`config.mk`:
```
export PLATFORM = sky130hd
export DESIGN_NAME = game_io_ctrl
export DESIGN_NICKNAME = d
export VERILOG_FILES = /design/src/rtl/game_io_ctrl.sv
export SDC_FILE = /design/constraint.sdc
export NUM_CORES = 1
export LEC_CHECK = 0
export ABC_AREA = 1
export BUFFER_PORTS_ARGS = -buffer_cell sky130_fd_sc_hd__buf_2
export CELL_PAD_IN_SITES_DETAIL_PLACEMENT = 1
export CELL_PAD_IN_SITES_GLOBAL_PLACEMENT = 1
export CORE_MARGIN = 3
export CORE_UTILIZATION = 40
export DETAILED_ROUTE_END_ITERATION = 10
export PLACE_DENSITY_LB_ADDON = 0.3
export RECOVER_POWER = 100
export SYNTH_ARGS = -nofsm -noshare
export SYNTH_HDL_FRONTEND = slang
export SYNTH_SLANG_ARGS = --single-unit
```
`constraint.sdc`:
```
create_clock -name clock -period 4.6 [get_ports clock]
set_input_delay 0.92 -clock clock [delete_from_list [all_inputs] [get_ports clock]]
set_output_delay 0.92 -clock clock [all_outputs]
set_load 0.1 [all_outputs]
```
`src/rtl/game_io_ctrl.sv`:
```
// game_io_ctrl
// Memory-mapped I/O controller sitting between the processor data-memory
// port and the data RAM. A 16-word window at IO_BASE is decoded and steered
// away from the RAM. Guitar inputs and gameclk are synchronized, strum edges
// are debounced and time-stamped with the gameclk tick count, and the
// resulting events are queued in a 4-deep FIFO drained by loads.
//
// All state changes on the falling edge of clock, matching the pipeline.
//
// Ports:
//   clock, reset          master clock (falling-edge), sync active-high reset
//   cpu_addr/data/wren    processor M-stage address, store data, store enable
//   cpu_rden              one-cycle pulse for an M-stage lw
//   cpu_q                 load data back to the processor (combinational)
//   ram_addr/data/wren    pass-through to the RAM, store masked on io hit
//   ram_q                 RAM read data
//   buttons/intersections raw asynchronous guitar inputs
//   strum, gameclk        raw asynchronous strum and game tick
module game_io_ctrl #(
  parameter logic [31:0] IO_BASE  = 32'h0000_F000,
  parameter logic [15:0] DEBOUNCE = 16'd1000
) (
  input  logic        clock,
  input  logic        reset,
  input  logic [31:0] cpu_addr,
  input  logic [31:0] cpu_data,
  input  logic        cpu_wren,
  input  logic        cpu_rden,
  output logic [31:0] cpu_q,
  output logic [31:0] ram_addr,
  output logic [31:0] ram_data,
  output logic        ram_wren,
  input  logic [31:0] ram_q,
  input  logic [3:0]  buttons,
  input  logic [3:0]  intersections,
  input  logic        strum,
  input  logic        gameclk
);

  localparam logic [3:0] OFF_STATUS = 4'd0;
  localparam logic [3:0] OFF_EVENT  = 4'd1;
  localparam logic [3:0] OFF_TICKS  = 4'd2;
  localparam logic [3:0] OFF_CTRL   = 4'd3;

  // synchronizer chains and edge-detect delay flops
  logic [3:0]  btn_sync1_r, btn_sync2_r;
  logic [3:0]  isect_sync1_r, isect_sync2_r;
  logic        strum_sync1_r, strum_sync2_r, strum_dly_r;
  logic        gclk_sync1_r, gclk_sync2_r, gclk_dly_r;

  // core state
  logic [31:0] ticks_r;
  logic [15:0] db_cnt_r;
  logic [31:0] fifo_mem_r [4];
  logic [1:0]  wr_ptr_r, rd_ptr_r;
  logic [2:0]  count_r;
  logic        ovf_r;

  // decode / control signals
  logic        io_hit_s;
  logic [3:0]  offset_s;
  logic        strum_edge_s, gclk_edge_s;
  logic        accept_s;
  logic        ctrl_wr_s, flush_s, clr_ticks_s, clr_ovf_s;
  logic        pop_s, full_s, write_s, ovf_set_s;
  logic        empty_s;
  logic [31:0] event_word_s;
  logic [31:0] io_rdata_s;

  // address decode, edge detection and FIFO control
  always_comb begin
    io_hit_s     = (cpu_addr[31:4] == IO_BASE[31:4]);
    offset_s     = cpu_addr[3:0];
    strum_edge_s = strum_sync2_r & ~strum_dly_r;
    gclk_edge_s  = gclk_sync2_r & ~gclk_dly_r;
    // edges arriving while the debounce window is open are dropped
    accept_s     = strum_edge_s & (db_cnt_r == 16'd0);
    ctrl_wr_s    = cpu_wren & io_hit_s & (offset_s == OFF_CTRL);
    flush_s      = ctrl_wr_s & cpu_data[0];
    clr_ticks_s  = ctrl_wr_s & cpu_data[1];
    clr_ovf_s    = ctrl_wr_s & cpu_data[2];
    empty_s      = (count_r == 3'd0);
    full_s       = (count_r == 3'd4);
    pop_s        = cpu_rden & io_hit_s & (offset_s == OFF_EVENT) & ~empty_s;
    // a pop in the same cycle frees the slot, so a full FIFO still accepts
    write_s      = accept_s & (~full_s | pop_s);
    ovf_set_s    = accept_s & full_s & ~pop_s & ~flush_s;
    event_word_s = {ticks_r[15:0], 7'b000_0000, 1'b1, btn_sync2_r, isect_sync2_r};
  end

  // two-flop synchronizers plus delay flops for edge detection
  always_ff @(negedge clock) begin
    if (reset) begin
      btn_sync1_r   <= 4'b0000;
      btn_sync2_r   <= 4'b0000;
      isect_sync1_r <= 4'b0000;
      isect_sync2_r <= 4'b0000;
      strum_sync1_r <= 1'b0;
      strum_sync2_r <= 1'b0;
      strum_dly_r   <= 1'b0;
      gclk_sync1_r  <= 1'b0;
      gclk_sync2_r  <= 1'b0;
      gclk_dly_r    <= 1'b0;
    end else begin
      btn_sync1_r   <= buttons;
      btn_sync2_r   <= btn_sync1_r;
      isect_sync1_r <= intersections;
      isect_sync2_r <= isect_sync1_r;
      strum_sync1_r <= strum;
      strum_sync2_r <= strum_sync1_r;
      strum_dly_r   <= strum_sync2_r;
      gclk_sync1_r  <= gameclk;
      gclk_sync2_r  <= gclk_sync1_r;
      gclk_dly_r    <= gclk_sync2_r;
    end
  end

  // game tick counter; a software clear beats a simultaneous tick
  always_ff @(negedge clock) begin
    if (reset) begin
      ticks_r <= 32'd0;
    end else if (clr_ticks_s) begin
      ticks_r <= 32'd0;
    end else if (gclk_edge_s) begin
      ticks_r <= ticks_r + 32'd1;
    end else begin
      ticks_r <= ticks_r;
    end
  end

  // strum debounce window; a DEBOUNCE of zero reloads zero and never blocks
  always_ff @(negedge clock) begin
    if (reset) begin
      db_cnt_r <= 16'd0;
    end else if (accept_s) begin
      db_cnt_r <= DEBOUNCE;
    end else if (db_cnt_r != 16'd0) begin
      db_cnt_r <= db_cnt_r - 16'd1;
    end else begin
      db_cnt_r <= db_cnt_r;
    end
  end

  // event FIFO storage, pointers and occupancy; flush wins over push/pop
  always_ff @(negedge clock) begin
    if (reset) begin
      wr_ptr_r <= 2'd0;
      rd_ptr_r <= 2'd0;
      count_r  <= 3'd0;
      for (int i = 0; i < 4; i++) begin
        fifo_mem_r[i] <= 32'd0;
      end
    end else if (flush_s) begin
      wr_ptr_r <= 2'd0;
      rd_ptr_r <= 2'd0;
      count_r  <= 3'd0;
    end else begin
      if (write_s) begin
        fifo_mem_r[wr_ptr_r] <= event_word_s;
        wr_ptr_r             <= wr_ptr_r + 2'd1;
      end
      if (pop_s) begin
        rd_ptr_r <= rd_ptr_r + 2'd1;
      end
      case ({write_s, pop_s})
        2'b10:   count_r <= count_r + 3'd1;
        2'b01:   count_r <= count_r - 3'd1;
        default: count_r <= count_r;
      endcase
    end
  end

  // sticky overflow flag; software clear beats a simultaneous overflow
  always_ff @(negedge clock) begin
    if (reset) begin
      ovf_r <= 1'b0;
    end else if (clr_ovf_s) begin
      ovf_r <= 1'b0;
    end else if (ovf_set_s) begin
      ovf_r <= 1'b1;
    end else begin
      ovf_r <= ovf_r;
    end
  end

  // I/O register read mux
  always_comb begin
    io_rdata_s = 32'd0;
    case (offset_s)
      OFF_STATUS: io_rdata_s = {22'd0, ovf_r, count_r, empty_s, 1'b0, btn_sync2_r};
      OFF_EVENT: begin
        if (empty_s) begin
          io_rdata_s = 32'd0;
        end else begin
          io_rdata_s = fifo_mem_r[rd_ptr_r];
        end
      end
      OFF_TICKS:  io_rdata_s = ticks_r;
      default:    io_rdata_s = 32'd0;
    endcase
  end

  // processor / RAM steering
  always_comb begin
    ram_addr = cpu_addr;
    ram_data = cpu_data;
    ram_wren = cpu_wren & ~io_hit_s;
    if (io_hit_s) begin
      cpu_q = io_rdata_s;
    end else begin
      cpu_q = ram_q;
    end
  end

endmodule
```
Word level (Yosys, flattened, before mapping)
Memory sizes are Yosys's and may differ from the RTL's. A register that Yosys moved wholly into a read port is not among the register bits.
Cells that the tools add are included.
Storage, ports and cells
  bits of input ports: 110
  register bits after elaboration: 78
  memories kept: 1
  RAM bits: 100
  word-level logic and storage cells: 83
Memory list
  fifo_mem_r: words 4, width 25, read ports 1, clocked after Yosys merged registers in 1, wr ports 4, RTL line 54  | logic [31:0] fifo_mem_r [4];
Cells by class
  bitwise operators: 24
  eq/ne operators: 7
  $add $sub $neg: 6
  muxes and demuxes: 17
  reduce and logical (&&, ||, !) cells: 11
Operators with widths (number)
  $pmux W32 S3: 1
  $mux W32: 2
  $add A32 B1 Y32 const B: 1
  $eq A28 B12 Y1 const B: 1
  $mux W25: 1
  $reduce_or A25 Y1: 1
  $mux W10: 2
  $and A1 B1 Y1: 16
  $logic_not A16 Y1: 1
  $reduce_bool A16 Y1: 1
  $sub A16 B1 Y16 const B: 1
  $eq A4 B2 Y1 const B: 2
  $reduce_or A2 Y1: 4
  $mux W1: 7
  $not A1 Y1: 7
  $mux W2: 3
  $pmux W3 S2: 1
  $add A2 B1 Y2 const B: 2
  $eq A4 B1 Y1 const B: 1
  $logic_not A4 Y1: 1
  $reduce_bool A2 Y1: 2
  $add A3 B1 Y3 const B: 1
  $eq A3 B3 Y1 const B: 1
  $logic_not A3 Y1: 1
  4 further kinds: 4

Longest topological paths before layout
  depth after elaboration: 12
  gate-level depth with buffers: 15
  depth with buffers taken out: 15

==> flow_summary_export.csv <==
group,metric,value,unit
logic_synthesis,syn_area_per_cell,8.252,µm²
timing,max-slew-margin-rel,17.46,%
timing,clock_skew,101.2,ps
detailed_routing,drc_errors,0,
grt,antenna_found_initial,0,
setup_path,crit_top_cell,"buf_12",
logic_synthesis,synth.mux.area_fraction,0,%
setup_path,crit_buf_inv,5,
timing,setup_viol_count_final,271,
logic_synthesis,synth-simple-area-share,24.94,%
setup_path,crit_fanout,5,
setup_path,worstPathRequired,3680,ps
cells_and_area,final_net_count,1595,
grt,grt_max_degree,26,
clock_network,cts_max_level,4,
detailed_routing,ant_nets,0,
setup_path,end_kind,"output port",
die,initial_core_util,40.84,%
die,ios,207,
detailed_routing,dr.pass1.iters,6,
timing,grt_setup_unrepaired,"true",
logic_synthesis,yosys-top-cells-area,"edfxtp_1 32%, dfxtp_1 17%, nor2_1 9.7%",
clock_network,cts_sinks,180,
power,vdd_drop_max,329.3,µV
logic_synthesis,synth_top_area_cell,"edfxtp_1",
clock_network,clkTransAtPathRegs,40,ps
logic_synthesis,synth_compound_area_share,10.35,%
power,leakage,6.040,nW
cells_and_area,area_growth,52.10,%
clock_network,hold_buffers,0,
clock_network,clk_latency,580,ps
clock_network,cts_made_buffers,17,
logic_synthesis,synth_adder_area_share,0.6205,%
logic_synthesis,syn-num-nets,1238,
grt,first_global_vias,10950,
setup_path,worstPathArrival,4530,ps
timing,worst_slack,-854.3,ps
detailed_routing,wire_per_inst,28.17,µm
place,gp_congestion,0.8477,
cells_and_area,diodes,0,
logic_synthesis,ys.flop_type,"edfxtp_1",
die,die_y,158.3,µm
logic_synthesis,synth_common_cells,"240 x nor2_1, 136 x nand2_1, 103 x inv_1",
clock_network,cts_tree,"built",
cells_and_area,fill_cells,2641,
clock_network,cts_root_buffer,"clkbuf_16",
die,dieArea,25050,µm²
grt,grt_overflow,0,
setup_path,path_cells,"inv_2 -> nand3_2 -> nand4_1 -> buf_6 -> buf_12 -> a21oi_1 -> a221oi_1 -> buf_4 -> o21ai_4 -> buf_12",
die,rows,55,
detailed_routing,wirelength,50110,µm
timing,drv_slew,0,
status,status,"finished, violations left",
die,chipWidth,158.3,µm
logic_synthesis,synthCells,1124,
setup_path,critical-path-max-stage-delay,350,ps
cells_and_area,final_util,62.12,%
timing,tightest_slew,1243,ps
job,drv_cap,0,
logic_synthesis,synth_top_family_by_area,"simple AND/OR/NAND/NOR gates",
setup_path,worstSetupPathType,"flip-flop to output port",
detailed_routing,vias,10760,
logic_synthesis,netlist_area,9275,µm²
power,pwr_density_cell,401.0,nW/µm²
timing,hold-worst-slack,393.5,ps
logic_synthesis,synth_top_area_share,32.38,%
setup_path,cpLargestDelayFamily,"buffers and inverters",
worst_hold_path,worstHoldPathType,"flip-flop to flip-flop",
place,port_buffers,148,
status,violations,"negative setup slack",
logic_synthesis,synth_most_common_cell,"nor2_1",
logic_synthesis,synth.distinct_cells,44,
setup_path,setup.worst_path.start_class,"flip-flop",
die,design.core.area,22710,µm²
grt,grtUsageTotal,31.38,%
grt,grt_pass1_wl,59530,µm
logic_synthesis,synthXorXnorAreaFrac,2.550,%
logic_synthesis,synth_warnings,0,
clock_network,cts_max_path_buffers,2,
logic_synthesis,synth-seq-area-share,49.64,%
detailed_routing,drt_iter0_markers,1255,
place,dp_hpwl,22140,µm
cells_and_area,drive_gt1_share,33.07,%
logic_synthesis,synth_async_sr_flop_share,0,%
logic_synthesis,ys_ff_latch,180,
setup_path,slowest_stage,"dfxtp_2",
detailed_routing,via_per_inst,6.048,
timing,hold_viol,0,
logic_synthesis,synth-edff-count,100,
[layout by cell type, fill, tap and decap left out, types with 7 or more instances in the layout]
cell type / instances
o21ai_0: 23
nand4_1: 14
inv_2: 10
o21ai_4: 27
clkbuf_1: 39
o21ai_2: 16
o21ai_1: 20
xor2_1: 22
inv_1: 269
o22ai_1: 7
a22oi_2: 17
nor2_1: 176
inv_4: 7
nand2_2: 13
nand3_1: 25
buf_6: 19
nor2_2: 40
dfxtp_4: 7
buf_2: 65
nor3_1: 69
nand2_1: 124
o22ai_2: 10
clkbuf_16: 23
dfxtp_1: 68
edfxtp_1: 100
nor2_4: 30
buf_12: 49
a21oi_1: 21
buf_4: 75
[worst register-to-register path, delay by kind of cell (launching register included)]
kind                       cells  cell delay (ps)
adders and majority gates      1              210
and+or+nand+nor                4             1110
AOI/OAI and AO/OA              1              330
buffers and inverters          3              470
DFF                            1              320
[flip-flops by register name, summed over array words and instances, names as in the netlist, named ones only]
register       flops
fifo_mem_r       100
ticks_r           32
db_cnt_r          16
btn_sync1_r        4
btn_sync2_r        4
isect_sync1_r      4
isect_sync2_r      4
count_r            3
rd_ptr_r           2
wr_ptr_r           2
gclk_dly_r         1
gclk_sync1_r       1
gclk_sync2_r       1
ovf_r              1
strum_dly_r        1
strum_sync1_r      1
strum_sync2_r      1
[final timing paths]
path,startpoint,to,slack (ps),cells past startpoint
max,count_r[2],cpu_q[8],-850,10
min,btn_sync1_r[0],btn_sync2_r[0],390,2
max reg2reg,db_cnt_r[0],fifo_mem_r[3][18],1860,9
min reg2reg,btn_sync1_r[0],btn_sync2_r[0],390,2
[stage by stage]
| step | cell area, µm² | setup slack (ps) | cells | TNS (ps) | total power, W |
|---|---|---|---|---|---|
| floorplan | 9868 | -433.1 | 1124 | -36150 | 0.003077 |
| global placement | 11560 | -377.8 | 1533 | -70120 | 0.003242 |
| detailed placement | 11560 | -442.8 | 1533 | -82470 | 0.003272 |
| CTS | 13320 | -707.5 | 1756 | -16360 | 0.005309 |
| global route | 14110 | -935.1 | 1779 | -59330 | 0.005898 |
| finish | 14110 | -854.3 | 1779 | -52070 | 0.005657 |
[kinds of logic after synthesis]
group           count (synthesis)
compound gates                168
xor+xnor                       27
fa+ha+maj                       4
buf+inv                       220
flops                         180
simple gates                  525
[layer usage]
| layer | vias up | track usage [%] | part of all wire (%) |
|---|---|---|---|
| met3 | 304 | 9.486 | 9.4 |
| met1 | 5220 | 33.72 | 35 |
| met5 | - | 0 | 0 |
| li1 | 4409 | - | - |
| met4 | 0 | 18.60 | 7.6 |
| met2 | 827 | 54.50 | 48 |
[timing repair]
action                     CTS  global route
cloned                       2            10
pin swaps                   39            79
setup buffers               14            17
setup endpoints to repair   40           217
resized for setup          109           184
[final cells by class]
| class | count | area (µm²) | share of cell area [%] |
|---|---|---|---|
| clock inverter | 195 | 845.8 | 5.996 |
| clock buffer | 17 | 425.4 | 3.016 |
| inverter | 108 | 442.9 | 3.140 |
| sequential | 180 | 4637 | 32.87 |
| timing repair buffer | 267 | 2545 | 18.04 |
| tap | 285 | 356.6 | 2.528 |
| multi-input combinational | 727 | 4855 | 34.41 |
[where the power goes]
part	leakage [nW]	internal [W]	switching [W]	total [W]
registers	1.69	0.00181	0.000105	0.00191
clock network	1.25	0.000948	0.00151	0.00246
logic	3.10	0.000396	0.000893	0.00129
Note: power is estimated with default switching activity, not from simulation.
